File: src/rtl/stage_chain_ctrl.sv
// Valid/enable sequencer for a linear chain of externally registered stages.
// Collapses bubbles, supports drain and flush, and counts output transfers.
//
// state | meaning
// IDLE  | chain empty, accepting beats
// RUN   | at least one beat in flight, accepting beats
// DRAIN | input closed, chain empties through normal output transfers
module stage_chain_ctrl #(
   parameter int NUM_STAGES = 2,
   parameter int CNT_W      = 16
) (
   input  logic                  clk,
   input  logic                  rst,
   input  logic                  in_valid,
   output logic                  in_ready,
   output logic                  out_valid,
   input  logic                  out_ready,
   output logic [NUM_STAGES-1:0] stage_en,
   output logic [NUM_STAGES-1:0] stage_vld,
   input  logic                  drain_req,
   output logic                  drain_done,
   input  logic                  flush,
   output logic                  busy,
   output logic [CNT_W-1:0]      beat_cnt
);

   typedef enum logic [1:0] {
      IDLE  = 2'd0,
      RUN   = 2'd1,
      DRAIN = 2'd2
   } state_t;

   state_t                state;
   logic [NUM_STAGES-1:0] vld;
   logic [NUM_STAGES-1:0] vld_nxt;
   logic [NUM_STAGES-1:0] en;
   logic                  accept;
   logic                  xfer;

   // A stage loads when it is empty or its successor is moving; this
   // ripples back from the output so only the contiguous full tail stalls.
   always_comb begin
      en = '0;
      en[NUM_STAGES-1] = !vld[NUM_STAGES-1] || out_ready;
      for (int i = NUM_STAGES - 2; i >= 0; i--) begin
         en[i] = !vld[i] || en[i+1];
      end
   end

   assign in_ready = en[0] && (state != DRAIN) && !flush;
   assign accept   = in_valid && in_ready;
   assign xfer     = vld[NUM_STAGES-1] && out_ready;

   always_comb begin
      vld_nxt = vld;
      if (flush) begin
         vld_nxt = '0;
      end else begin
         if (en[0]) begin
            vld_nxt[0] = accept;
         end
         for (int i = 1; i < NUM_STAGES; i++) begin
            if (en[i]) begin
               vld_nxt[i] = vld[i-1];
            end
         end
      end
   end

   always_ff @(posedge clk or posedge rst) begin
      if (rst) begin
         vld        <= '0;
         state      <= IDLE;
         drain_done <= 1'b0;
         beat_cnt   <= '0;
      end else begin
         vld        <= vld_nxt;
         drain_done <= 1'b0;
         if (xfer) begin
            beat_cnt <= beat_cnt + CNT_W'(1);
         end
         case (state)
            IDLE: begin
               if (drain_req) begin
                  state <= DRAIN;
               end else if (accept) begin
                  state <= RUN;
               end
            end
            RUN: begin
               if (drain_req) begin
                  state <= DRAIN;
               end else if (vld_nxt == '0) begin
                  state <= IDLE;
               end
            end
            DRAIN: begin
               // Done is raised together with the first empty cycle.
               if (vld_nxt == '0) begin
                  state      <= IDLE;
                  drain_done <= 1'b1;
               end
            end
            default: begin
               state <= IDLE;
            end
         endcase
      end
   end

   assign stage_en  = en;
   assign stage_vld = vld;
   assign out_valid = vld[NUM_STAGES-1];
   assign busy      = (|vld) || (state == DRAIN);

endmodule

File: config.mk
export PLATFORM = sky130hd
export DESIGN_NAME = stage_chain_ctrl
export DESIGN_NICKNAME = d
export VERILOG_FILES = /design/src/rtl/stage_chain_ctrl.sv
export SDC_FILE = /design/constraint.sdc
export NUM_CORES = 1
export LEC_CHECK = 0
export CAP_MARGIN = 5
export CORE_MARGIN = 1.5
export CORE_UTILIZATION = 40
export DETAILED_ROUTE_END_ITERATION = 10
export GPL_TIMING_DRIVEN = 0
export PLACE_DENSITY = 0.69
export SLEW_MARGIN = 15
export SYNTH_ARGS = -nofsm -noshare
export SYNTH_HDL_FRONTEND = slang
export SYNTH_SLANG_ARGS = --single-unit
File: constraint.sdc
create_clock -name clk -period 1.6 [get_ports clk]
set_clock_uncertainty 0.1 [all_clocks]
set_input_delay 0.4 -clock clk [delete_from_list [all_inputs] [get_ports clk]]
set_output_delay 0.4 -clock clk [all_outputs]
set_load 0.1 [all_outputs]
======== After elaboration in Yosys (flattened, before gate mapping) ========
Cells that the tools add are included.
cells by class
  $mul .................................... 0
  reductions and logical operators ........ 13
  $add $sub $neg .......................... 1
  shift-type cells ........................ 0
  bitwise logic cells ..................... 0
  order comparisons ....................... 0
  equal/unequal tests ..................... 4
  muxes and demuxes ....................... 10
  divide/modulo/power cells ............... 0
operator list
  operator                                                         count
  16-bit by 1-bit adder with 16-bit output, second input constant  1
  2-bit two-way mux                                                5
  2-bit one-hot mux with 3 select lines                            1
  1-bit logical AND                                                4
  2-bit zero test                                                  2
  1-bit two-way mux                                                4
  1-bit zero test                                                  3
  1-bit logical OR                                                 3
  3-bit != test, second input constant                             1
  2-bit by 1-bit == test with 1-bit output, second input constant  1
  2-bit == test, second input constant                             1
  2-bit != test, second input constant                             1
  2-bit OR reduction                                               1
word-level totals
  bits of input ports ..................... 6
  latch bits .............................. 0
  ROM bits ................................ 0
  flip-flop bits (word level) ............. 21
  memories ................................ 0
  memory bits (writable) .................. 0

======== Depth between registers and ports, before layout ========
  depth after elaboration ................. 12
  depth in mapped cells ................... 5

======== Least setup slack after synthesis ========
OpenSTA, ideal clock, no wires.
  path kind ............................... flip-flop to flip-flop
  from .................................... reg vld[1], in the netlist stage_vld[1]
  to ...................................... reg state[0]
  setup time .............................. 0.094 ns
  period minus slack after synthesis ...... 3.030 ns
  path slack .............................. -1.430 ns
  cell stages (with the launch flop) ...... 5
  arrival ................................. 2.836 ns
  cells stage by stage .................... dfrtp_1 nor2b_1 a211oi_2 nand3b_1 a211oi_1
on the way
  longest elaborated chain between the ends .. 12
  elaborated cells between the ends (all ways) .. 14
  those cells by class .................... 1 x eq/ne; 6 x mux; 7 x reduce/logical
RTL lines
  element                                RTL line  source
  from (decl)                            34        logic [NUM_STAGES-1:0] vld;
  from (signal assigned)                 77        vld <= vld_nxt;
  1-bit zero test (*)                    44        en[NUM_STAGES-1] = !vld[NUM_STAGES-1] || out_ready;
  1-bit logical OR (*)                   44
  1-bit logical OR (*)                   46        en[i] = !vld[i] || en[i+1];
  1-bit logical AND (*) (2 in series)    50        assign in_ready = en[0] && (state != DRAIN) && !flush;
  net in_ready                           15        output logic in_ready,
  1-bit logical AND (*)                  51        assign accept = in_valid && in_ready;
  1-bit two-way mux                      59        if (en[0]) begin
  2-bit two-way mux                      56        if (flush) begin
  2-bit zero test                        93, 99
  2-bit two-way mux (2 in series)        -
  2-bit one-hot mux with 3 select lines  -
  to (signal assigned)                   92        state <= DRAIN;
  to (signal assigned)                   94        state <= IDLE;
  to (signal assigned)                   100       state <= IDLE;
  to (decl)                              33        state_t state;
The timed path passes the listed nets; every way through them passes the cells marked *.
A chain may end at the register's enable or synchronous reset.

======== Worst setup path in the final report ========
  from .................................... reg vld[1], in the netlist stage_vld[1]
  to ...................................... out in_ready
on the way
  longest elaborated chain between the ends .. 5
RTL lines
  element                          RTL line
  1-bit zero test                  44
  1-bit logical OR                 44
  1-bit logical OR                 46
  1-bit logical AND (2 in series)  50
  to (decl)                        15
No other way between the ends.

==> results.ini <==
[critical_path]
critical_path_arrival_ps=1450
path_delay_family=flip-flops
crit_path_end_kind=output pin
reg2reg_to=beat_cnt[11]$_DFFE_PP0P_
critPathMaxFanout=4
crit_chain=nor2b_4 > a211oi_4 > buf_12
slowest_stage=dfrtp_4
r2r_setup_slack_ps=-110
crit_start=stage_vld[1]$_DFF_PP0_
reg2reg_from=stage_vld[1]$_DFF_PP0_
max_stage_delay_ps=510
critPathKind=reg2out
r2r_cells=7
critPathBufInv=1
start_kind=flip-flop
cp.required_ps=1100

[detailed_routing]
route.detailed.drc=0
vias=758
postRouteAntennaNets=0
drtIter0Drc=6
wl_per_cell_um=13.0
wl_mm=1.98
via_per_inst=4.99
drt-pass1-iter-count=4

[synthesis]
ys_seq_area_share_pct=55.6
syn_area_um2=945
syn_inst=82
yosysWarningCount=0
syn_nets=89
syn_avg_cell_area_um2=11.5
ys_ff_latch=21
ys_types=25

[layout]
finish.instance_area_mm2=0.00152
final_cell_mix=20 x buf_4, 13 x dfrtp_4, 8 x xnor2_1
fin_util_pct=68.7
nets=132
final_common_cell=buf_4
syn2layout_area_growth_pct=60.9
drive_above_1_share_pct=54.0
antennaDiodeCount=0
fillers=181

[floorplan]
die_h_um=51.6
start_util_pct=42.7
dieArea_mm2=0.00266
io_pins=30
fp.dieW_um=51.6
core_area_mm2=0.00221
rows=17

[clock_tree]
clock_sinks=21
cts_buffers=3
h-tree-depth=1
clkTransAtPathRegs_ps=120
ctsHoldBuffers=0
cts_tree=done
clock_latency_ps=300
cts_root_buffer=clkbuf_4
clk_path_buf_depth=2

[sta]
tns_ps=-1930
setup_viol=11
timing.final.crit_share_pct=122
rsz0062_at_grt=yes
setup_ws_ps=-351
slew_violations=0
finalHoldViolations=0
whs_ps=388
fmax_mhz=513
tightest_slew_ps=796
relSlewSlack_pct=46.9
finalCriticalPeriod_ps=1950

[grt]
grt_max_degree=22
grt.total_usage_pct=17.0
grt_pass1_wl_mm=3.42
antenna_found_initial=0
overflow=0
grt_pass1_vias=724

[placement]
gp_congestion=0.747
placed_area_mm2=0.00134
pre_cts_ws_ps=-1350
dp_hpwl_mm=1.35
portBuffers=29

[worst_hold_path]
holdCritStartpoint=beat_cnt[15]$_DFFE_PP0P_
whs_endpoint=beat_cnt[15]$_DFFE_PP0P_
hold_depth=1
hold_class=reg2reg

[outcome]
status=finished with violations
violations=negative setup slack

[job]
cap_viol_max_count=0

[power]
power_density_mw_per_mm2=1060
power_leakage_nw=0.731
irDropWorstVdd_mv=0.721

-- cell families after synthesis --
logic type                 synth area share, %
adders and majority gates                 1.32
DFF                                       55.6
AOI/OAI and AO/OA                         4.50
buffers and inverters                     2.78
and+or+nand+nor                           20.7
xor gates and xnor gates                  13.9
muxes                                     1.19
-- how the worst max path moves through the flow --
stage	endpoint	slack, ps	cells after the start
3_5_place_dp	in_ready	-1350	4
6_report	in_ready	-350	3
3_3_place_gp	in_ready	-1350	4
5_1_grt	in_ready	-400	3
4_1_cts	in_ready	-370	3
2_1_floorplan	state[0]$_DFFE_PP0P_	-660	4
-- cells in the mapped netlist --
master	number	area (µm²)
dfrtp_1	21	526
xnor2_1	9	78.8
nand2_1	8	30.0
nor2_1	7	26.3
xor2_1	6	52.6
inv_1	5	18.8
nand3_1	5	25.0
and3_1	2	12.5
nand4_1	2	12.5
nor2b_1	2	12.5
a211oi_1	1	7.51
a211oi_2	1	12.5
a21oi_1	1	5.00
and4_1	1	8.76
buf_4	1	7.51
ha_1	1	12.5
mux2_2	1	11.3
nand2b_1	1	6.26
nand3b_1	1	7.51
nand4_4	1	21.3
nor3_2	1	10.0
nor3_4	1	16.3
o311ai_0	1	8.76
o32ai_1	1	8.76
or3_1	1	6.26
-- registers in the layout (all words and copies together) (netlist names) --
register / count
beat_cnt: 16
drain_done: 1
stage_vld: 2
state: 2
-- where the power goes --
part	switching [mW]	internal (mW)
clock network	0.162	0.0930
registers	0.0702	0.606
logic	0.489	0.188
-- repair_timing --
item                                    in CTS  in global routing
endpoints found under the hold margin        0                  0
endpoints found under the setup margin      30                 15
buffers inserted                             4                  5
gates resized for setup                    164                 15
pin swaps                                    2                  5
-- metrics by stage --
stage                     instances  power [mW]
after detailed placement        139        1.31
after floorplan                  82        1.16
after global placement          139        1.30
final                           152        1.61
after CTS                       147        1.59
after global routing            152        1.67
-- metal layers --
metal	GRT usage [%]	wire (µm)
met5	0	0
met4	5.70	21
met2	28.0	948
met3	3.16	89
met1	22.6	922
-- cell type report --
class	instances	area, µm²	share of cell area, %
inverter	5	21.3	1.40
multi-input combinational	55	447	29.4
sequential	21	578	38.0
clock buffer	3	22.5	1.48
clock inverter	1	5.00	0.329
buffer	1	7.51	0.494
timing repair buffer	38	404	26.6
tap	28	35.0	2.30
Note: power is estimated with default switching activity, not from simulation.
